## src/rtl/bcd_7seg_mux.sv

```systemverilog
// ---------------------------------------------------------------------------
// bcd_7seg_mux
//
// Two-digit, time-multiplexed 7-segment display driver. A tens/units BCD
// pair is captured on `load` and scanned onto a shared segment bus using
// one-hot digit enables. A one-cycle dead gap separates the two digits so
// that the segment pattern of one digit never ghosts onto the other.
//
// Parameters
//   REFRESH_DIV : cycles each digit is shown per frame (>= 1).
//                 Frame period is 2*REFRESH_DIV + 2 cycles.
//
// Ports
//   clk        in   1  rising-edge clock
//   rst        in   1  asynchronous, active-high reset
//   load       in   1  capture tens/units on this edge
//   tens       in   4  BCD tens digit (10..15 shown as a dash)
//   units      in   4  BCD units digit (10..15 shown as a dash)
//   blank_lz   in   1  blank the tens digit when the held tens value is 0
//                      (live input, not latched)
//   seg        out  7  segments {g,f,e,d,c,b,a}, active-high
//   an         out  2  digit enables, active-high; an[0]=units, an[1]=tens
//   frame_done out  1  one-cycle pulse in the gap that ends each frame
// ---------------------------------------------------------------------------
module bcd_7seg_mux #(
    parameter int REFRESH_DIV = 4
) (
    input  logic       clk,
    input  logic       rst,
    input  logic       load,
    input  logic [3:0] tens,
    input  logic [3:0] units,
    input  logic       blank_lz,
    output logic [6:0] seg,
    output logic [1:0] an,
    output logic       frame_done
);

    // A REFRESH_DIV of 1 still needs a 1-bit counter; $clog2(1) would be 0.
    localparam int              CNT_W    = (REFRESH_DIV > 1) ? $clog2(REFRESH_DIV) : 1;
    localparam logic [CNT_W-1:0] CNT_LAST = CNT_W'(REFRESH_DIV - 1);
    localparam logic [CNT_W-1:0] CNT_ZERO = CNT_W'(0);
    localparam logic [CNT_W-1:0] CNT_ONE  = CNT_W'(1);

    typedef enum logic [1:0] {
        ST_UNITS = 2'd0,
        ST_GAP0  = 2'd1,
        ST_TENS  = 2'd2,
        ST_GAP1  = 2'd3
    } state_t;

    // BCD digit to active-high segment pattern; invalid codes show a dash.
    function automatic logic [6:0] bcd_to_seg(input logic [3:0] digit);
        logic [6:0] pat;
        case (digit)
            4'd0:    pat = 7'h3F;
            4'd1:    pat = 7'h06;
            4'd2:    pat = 7'h5B;
            4'd3:    pat = 7'h4F;
            4'd4:    pat = 7'h66;
            4'd5:    pat = 7'h6D;
            4'd6:    pat = 7'h7D;
            4'd7:    pat = 7'h07;
            4'd8:    pat = 7'h7F;
            4'd9:    pat = 7'h6F;
            default: pat = 7'h40;
        endcase
        return pat;
    endfunction

    state_t           state_q, state_d;
    logic [CNT_W-1:0] cnt_q, cnt_d;
    logic [3:0]       tens_q, tens_d;
    logic [3:0]       units_q, units_d;

    // Digit holding registers: both digits update together on load.
    always_comb begin
        tens_d  = tens_q;
        units_d = units_q;
        if (load) begin
            tens_d  = tens;
            units_d = units;
        end else begin
            tens_d  = tens_q;
            units_d = units_q;
        end
    end

    // Scan sequencing: display states dwell REFRESH_DIV cycles, gaps one cycle.
    // The counter is only meaningful in the display states and is zero on entry.
    always_comb begin
        state_d = state_q;
        cnt_d   = cnt_q;
        case (state_q)
            ST_UNITS: begin
                if (cnt_q == CNT_LAST) begin
                    state_d = ST_GAP0;
                    cnt_d   = CNT_ZERO;
                end else begin
                    state_d = ST_UNITS;
                    cnt_d   = cnt_q + CNT_ONE;
                end
            end
            ST_GAP0: begin
                state_d = ST_TENS;
                cnt_d   = CNT_ZERO;
            end
            ST_TENS: begin
                if (cnt_q == CNT_LAST) begin
                    state_d = ST_GAP1;
                    cnt_d   = CNT_ZERO;
                end else begin
                    state_d = ST_TENS;
                    cnt_d   = cnt_q + CNT_ONE;
                end
            end
            ST_GAP1: begin
                state_d = ST_UNITS;
                cnt_d   = CNT_ZERO;
            end
            default: begin
                state_d = ST_UNITS;
                cnt_d   = CNT_ZERO;
            end
        endcase
    end

    // State, phase counter and digit registers; reset clears all of them
    // without waiting for a clock, and wins over a coincident load.
    always_ff @(posedge clk or posedge rst) begin
        if (rst) begin
            state_q <= ST_UNITS;
            cnt_q   <= CNT_ZERO;
            tens_q  <= 4'd0;
            units_q <= 4'd0;
        end else begin
            state_q <= state_d;
            cnt_q   <= cnt_d;
            tens_q  <= tens_d;
            units_q <= units_d;
        end
    end

    // Output decode from held state only; blank_lz is deliberately live so
    // leading-zero blanking can be toggled without reloading the digits.
    always_comb begin
        seg        = 7'h00;
        an         = 2'b00;
        frame_done = 1'b0;
        case (state_q)
            ST_UNITS: begin
                an  = 2'b01;
                seg = bcd_to_seg(units_q);
            end
            ST_GAP0: begin
                an  = 2'b00;
                seg = 7'h00;
            end
            ST_TENS: begin
                if (blank_lz && (tens_q == 4'd0)) begin
                    an  = 2'b00;
                    seg = 7'h00;
                end else begin
                    an  = 2'b10;
                    seg = bcd_to_seg(tens_q);
                end
            end
            ST_GAP1: begin
                an         = 2'b00;
                seg        = 7'h00;
                frame_done = 1'b1;
            end
            default: begin
                an         = 2'b00;
                seg        = 7'h00;
                frame_done = 1'b0;
            end
        endcase
    end

endmodule

```

## config.mk

```make
export PLATFORM = sky130hd
export DESIGN_NAME = bcd_7seg_mux
export DESIGN_NICKNAME = d
export VERILOG_FILES = /design/src/rtl/bcd_7seg_mux.sv
export SDC_FILE = /design/constraint.sdc
export NUM_CORES = 1
export LEC_CHECK = 0
export BUFFER_PORTS_ARGS = -buffer_cell sky130_fd_sc_hd__buf_2
export CAP_MARGIN = 40
export CORE_AREA = 2 2 45 47
export DETAILED_ROUTE_END_ITERATION = 10
export DIE_AREA = 0 0 47 49
export PLACE_DENSITY = 0.86
export SLEW_MARGIN = 20
export SYNTH_ARGS = -nofsm -noshare
export SYNTH_HDL_FRONTEND = slang
export SYNTH_SLANG_ARGS = --single-unit
```

## constraint.sdc

```tcl
create_clock -name clk -period 2.85 [get_ports clk]
set_clock_uncertainty 0.2 [all_clocks]
set_input_delay 0.1425 -clock clk [delete_from_list [all_inputs] [get_ports clk]]
set_output_delay 0.1425 -clock clk [all_outputs]
set_load 0.1 [all_outputs]
```

==> results of run 1 <==
## through the flow
stage                     instance area (µm²)  total power, µW  utilization (%)  TNS [ns]  hold WS [ns]
after CTS                                1220              435             66.0         0        0.0305
final                                    1220              431             66.0         0        0.0413
after global routing                     1220              465             66.0         0        0.0491
after global placement                   1090              291             59.2         0       -0.0305
after floorplan                           998              278                -   -0.0453        -0.193
after detailed placement                 1090              295             59.2         0       -0.0302
## worst max-delay path, stage by stage (launching register included)
cell	delay [ns]
dfrtp_1	0.39
inv_1	0.10
ha_1	0.22
nor4bb_4	0.17
nor3b_4	0.33
o21ai_1	0.17
nand2_4	0.09
buf_2	0.41
## cell type report
cell class                      count  area, µm²
Clock buffer                        4       36.3
Fill cell                         156        626
Sequential cell                    12        300
Inverter                           13       48.8
Timing Repair Buffer               30        195
Tap cell                           27       33.8
Multi-Input combinational cell     72        602
## synthesized netlist by cell type
master,number,area share (%)
nand2_1,8,3.1
ha_1,16,21
nor2_1,5,1.9
dfrtp_1,12,31
o21a_1,1,0.78
a22o_1,4,3.6
inv_1,13,5.1
buf_2,2,1.0
o21ai_0,16,8.3
nor3b_4,1,1.9
nor3b_1,1,0.78
nor2b_1,1,0.65
clkbuf_1,1,0.39
a21oi_1,8,4.1
buf_6,3,3.5
mux2_2,5,5.8
mux2_4,1,1.6
a22o_2,1,1.0
nor4bb_4,1,2.6
o22ai_1,2,1.3
nor4_1,1,0.65
## cell families after synthesis
| logic type | count (synthesis) |
|---|---|
| flip-flops | 12 |
| buffers and inverters | 19 |
| multiplexers | 6 |
| adder cells (fa/ha/maj) | 16 |
| AO/OA/AOI/OAI | 32 |
| AND/OR/NAND/NOR | 18 |
## sequential cells by signal, indices dropped and copies added, names as in the netlist
name / flops
cnt_q: 2
state_q: 2
tens_q: 4
units_q: 4
## power by group
part / internal, µW / switching [µW]
clock: 77.6 / 52.0
combinational: 49.9 / 49.3
sequential: 181 / 21.3
## worst max-delay path by stage
stage | start | to | slack, ns | cells after the start
floorplan | state_q[0]$_DFF_PP0_ | seg[2] | -0.02 | 5
global placement | tens_q[1]$_DFFE_PP0P_ | seg[1] | 0.73 | 7
detailed placement | tens_q[0]$_DFFE_PP0P_ | seg[6] | 0.65 | 7
CTS | tens_q[0]$_DFFE_PP0P_ | seg[6] | 0.35 | 7
global route | tens_q[0]$_DFFE_PP0P_ | seg[6] | 0.22 | 7
finish | tens_q[0]$_DFFE_PP0P_ | seg[1] | 0.36 | 7
## routing by layer
layer | vias to the layer above | wire length, µm
li1 | 408 | -
met4 | 0 | 25
met1 | 360 | 868
met2 | 20 | 1010
met3 | 4 | 66
met5 | - | 0
==> key figures, run 1 <==
Outcome
  • Outcome: completed

Global route
  • Initial antenna violation count: 0
  • First-pass GRT wire length: 3370 µm
  • Vias in the first global route: 776
  • GR Overflow Total: 0
  • Grt met2 use: 34.5%
  • Met1 Use GR: 26.5%
  • GRT Max-Usage Layer: met2
  • Met3 Use GR: 2.22%
  • All-Layer GR Usage: 20.3%
  • Largest net degree at the start of global routing: 13

Yosys
  • Synth Area in Adders: 20.7%
  • Xor/xnor share of the synthesized area: 0%
  • Yosys Warn Count: 0
  • Post-Synth Simple-Gate Area: 11.7%
  • Post-synth cell types: 21
  • Multiplexer area fraction after synthesis: 7.38%
  • Compound-Gate Fraction of Synth Area: 19.2%
  • Seq cells post-synth: 12
  • Syn avg cell area: 9.38 µm²
  • Mapped Area: 966 µm²
  • Seq/Total Area, Yosys: 31.1%
  • Largest family of logic cells by synthesized area: adder cells
  • Syn Nets: 131
  • Post-Syn Instances: 103

Power and ir drop
  • Lkg Pwr: 0.000625 µW
  • PD cells: 354 nW/µm²
  • Maximum vdd drop: 343 µV

Die
  • Initial Utilization: 52.4%
  • Die W: 47 µm
  • Die ar.: 2300 µm²
  • I/O pin cnt: 22
  • Die Ht: 49 µm
  • Core footprint: 1840 µm²
  • Row count: 16

Setup path
  • Critical Path Sink Type: primary output
  • Peak fanout along the critical path: 8
  • Crit start category: flop
  • RR Startpoint: state_q[1]$_DFF_PP0_
  • Reg-to-reg slack, setup: 1.64 ns
  • CP Class: flop to primary output
  • Worst EP required: 2.51 ns
  • Worst EP arrival: 2.15 ns
  • Capturing point of the worst reg2reg path: cnt_q[0]$_DFF_PP0_
  • Reg2Reg Depth: 3

Route
  • Vias: 792
  • WL final: 1970 µm
  • DRC violations left: 0
  • TritonRoute pass-1 iters: 4
  • Final ANT Viol Nets: 0
  • Vias/cell: 5.01
  • Routed WL per cell: 12.5 µm
  • DR iter-0 viols: 11

Min path
  • Hold depth: 3
  • HP Class: primary input to flop
  • Hold Path End: units_q[1]$_DFFE_PP0P_
  • Hold_sp: load

Cells and area
  • Final nets: 160
  • Most frequent cells in the layout: buf_2 (21), ha_1 (15), o21ai_0 (14), inv_1 (13), dfrtp_1 (12)
  • Proportion of layout cells with a drive suffix above 1: 31.3%
  • Area grow syn2layout: 25.9%
  • Commonest non-fill, non-tap cell in the layout: buf_2
  • Ant. Diodes: 0
  • Finished Layout Cells: 158

STA
  • RSZ-0062 raised after global routing: false
  • Slew @ Worst Pin: 0.488 ns
  • Final worst path period share: 87.5%
  • Final Max Slew Viols: 0
  • Slew HR: 67.7%
  • Hold violation count in the final report: 0
  • Fmax: 401 MHz
  • Fin worst setup slack: 0.357 ns
  • Min Tclk post-route: 2.49 ns
  • # setup viols final: 0

Clocking
  • Clock tree sinks: 12
  • CTS root buf: clkbuf_4
  • CTS tree: yes
  • CTS buffer count: 3
  • Setup bufs post-CTS: 0
  • # hold bufs at CTS: 9
  • Gates resized, CTS repair: 0
  • Clk buf depth: 2
  • H-tree depth: 1
  • Worst skew pair latency: 0.26 ns
  • Reg clk slew, reported paths: 0.07 ns

Placed design
  • DP Worst Slack: 0.645 ns
  • Placed cell count: 145
  • Dpl hpwl: 1420 µm
  • PortBufs: 21
  • RePlAce Congestion: 0.819

Run
  • Max-cap violations: 0
Note: power is estimated with default switching activity, not from simulation.
==> inputs of run 2 (changes only) <==
==> constraint.sdc (replaced) <==
create_clock -name clk -period 3.2 [get_ports clk]
set_clock_uncertainty 0.2 [all_clocks]
set_input_delay 0.16 -clock clk [delete_from_list [all_inputs] [get_ports clk]]
set_output_delay 0.16 -clock clk [all_outputs]
set_load 0.1 [all_outputs]
==> run 2 against run 1 <==
- clock-buffer cell count unchanged
- hold slack improved by 0.021 ns
- sequential power decreased by 11%
- cell count unchanged
- setup slack improved by 0.23 ns
==> key figures, run 2 (same netlist as run 1, synthesis figures left out) <==
Outcome
  • Outcome: completed

Clocking
  • Reg clk slew, reported paths: 0.08 ns
  • Gates resized, CTS repair: 0
  • Worst skew pair latency: 0.27 ns
  • # hold bufs at CTS: 9
  • CTS buffer count: 3
  • H-tree depth: 1
  • Clk buf depth: 2
  • Clock tree sinks: 12
  • CTS tree: yes
  • CTS root buf: clkbuf_4
  • Setup bufs post-CTS: 0

Die
  • Row count: 16
  • Die ar.: 2300 µm²
  • Die Ht: 49 µm
  • I/O pin cnt: 22
  • Die W: 47 µm
  • Core footprint: 1840 µm²
  • Initial Utilization: 52.4%

Global route
  • All-Layer GR Usage: 19.5%
  • First-pass GRT wire length: 3290 µm
  • GR Overflow Total: 0
  • Largest net degree at the start of global routing: 13
  • Initial antenna violation count: 0
  • Vias in the first global route: 821

Setup path
  • CP Class: flop to primary output
  • Worst Setup SP: tens_q[1]$_DFFE_PP0P_
  • CP endpoint: seg[1]
  • RR Startpoint: state_q[0]$_DFF_PP0_
  • Critical Path Sink Type: primary output
  • Reg2Reg Depth: 3
  • Worst EP required: 2.84 ns
  • Worst EP arrival: 2.25 ns
  • Capturing point of the worst reg2reg path: state_q[0]$_DFF_PP0_
  • Peak fanout along the critical path: 8
  • Crit start category: flop
  • Reg-to-reg slack, setup: 1.97 ns

Route
  • Routed WL per cell: 12.5 µm
  • DRC violations left: 0
  • WL final: 1980 µm
  • DR iter-0 viols: 9
  • Vias/cell: 5.23
  • Vias: 827
  • TritonRoute pass-1 iters: 4
  • Final ANT Viol Nets: 0

STA
  • Fin worst setup slack: 0.588 ns
  • Min Tclk post-route: 2.61 ns
  • # setup viols final: 0
  • RSZ-0062 raised after global routing: false
  • Setup TNS: 0 ns
  • Final worst path period share: 81.6%
  • Slew HR: 67.6%
  • Final Max Slew Viols: 0
  • Slew @ Worst Pin: 0.490 ns
  • Hold violation count in the final report: 0
  • Fmax: 383 MHz
  • Final hold slack: 0.0620 ns

Power and ir drop
  • Internal Pwr Total: 275 µW
  • Flop pwr share: 46.3%
  • Lkg Pwr: 0.000625 µW
  • PD cells: 322 nW/µm²
  • Maximum vdd drop: 292 µV
  • Switch share: 29.2%
  • Clk pwr share: 30.5%
  • P_sw: 113 µW
  • Combinational power share: 23.1%

Placed design
  • RePlAce Congestion: 0.811
  • Dpl hpwl: 1560 µm
  • Placed cell count: 145
  • DP Worst Slack: 0.905 ns
  • PortBufs: 21

Cells and area
  • Multi-input logic area: 592 µm²
  • Area grow syn2layout: 24.9%
  • Fillers: 167
  • Register area: 300 µm²
  • Proportion of layout cells with a drive suffix above 1: 31.3%
  • Finished Layout Cells: 158
  • Largest regs: tens_q (4), units_q (4)
  • Final nets: 160
  • Commonest non-fill, non-tap cell in the layout: buf_2
  • Ant. Diodes: 0
  • Most frequent cells in the layout: buf_2 (21), o21ai_0 (16), ha_1 (15), inv_1 (13), dfrtp_1 (12)

Min path
  • HP Class: primary input to flop

Run
  • Max-cap violations: 0
run 2: cell counts in the layout (fill, tap and decap cells not counted):
No cell type changed its count.
run 2: worst max-delay path, stage by stage, from the launching register on:
cell and delay (ns):
dfrtp_1 0.41, inv_1 0.11, ha_1 0.22, nor4bb_4 0.18, nor3b_4 0.33, o21ai_0 0.24, nand2_4 0.08, buf_2 0.42
run 2: area by class of cell:
| type | instances | share of cell area [%] |
|---|---|---|
| multi-input combinational | 72 | 49.1 |
| clock buffer | 4 | 3.01 |
| sequential | 12 | 24.9 |
| tap | 27 | 2.80 |
| inverter | 13 | 4.05 |
| timing repair buffer | 30 | 16.2 |
run 2: per-stage QoR:
stage | util (%) | power (µW) | cell area, µm²
after CTS | 65.5 | 394 | 1210
after detailed placement | 58.6 | 264 | 1080
after global placement | 58.6 | 259 | 1080
after floorplan | - | 247 | 988
final | 65.5 | 389 | 1210
after global routing | 65.5 | 416 | 1210
run 2: how the worst min path moves through the flow:
stage | startpoint | endpoint | slack (ns) | cells after the start
after global placement | rst | tens_q[2]$_DFFE_PP0P_ | -0.03 | 2
after CTS | load | units_q[1]$_DFFE_PP0P_ | 0.04 | 3
after global routing | load | units_q[1]$_DFFE_PP0P_ | 0.08 | 3
final | load | units_q[0]$_DFFE_PP0P_ | 0.06 | 3
after floorplan | rst | cnt_q[0]$_DFF_PP0_ | -0.18 | 1
after detailed placement | rst | tens_q[2]$_DFFE_PP0P_ | -0.003 | 2
run 2: metal layers:
metal | vias to the layer above | global-route usage, % | wire, µm
met1 | 389 | 24.1 | 829
li1 | 404 | - | -
met5 | - | 0 | 0
met4 | 0 | 9.26 | 20
met3 | 4 | 2.96 | 117
met2 | 30 | 32.0 | 1010
run 2: power by group through the flow:
stage / registers (µW) / logic [µW] / clock network (µW)
2_1_floorplan: 170 / 76.8 / 0
3_3_place_gp: 181 / 78.1 / 0
3_5_place_dp: 183 / 81.5 / 0
4_1_cts: 180 / 90.3 / 124
5_1_grt: 183 / 102 / 131
6_report: 180 / 90.0 / 119
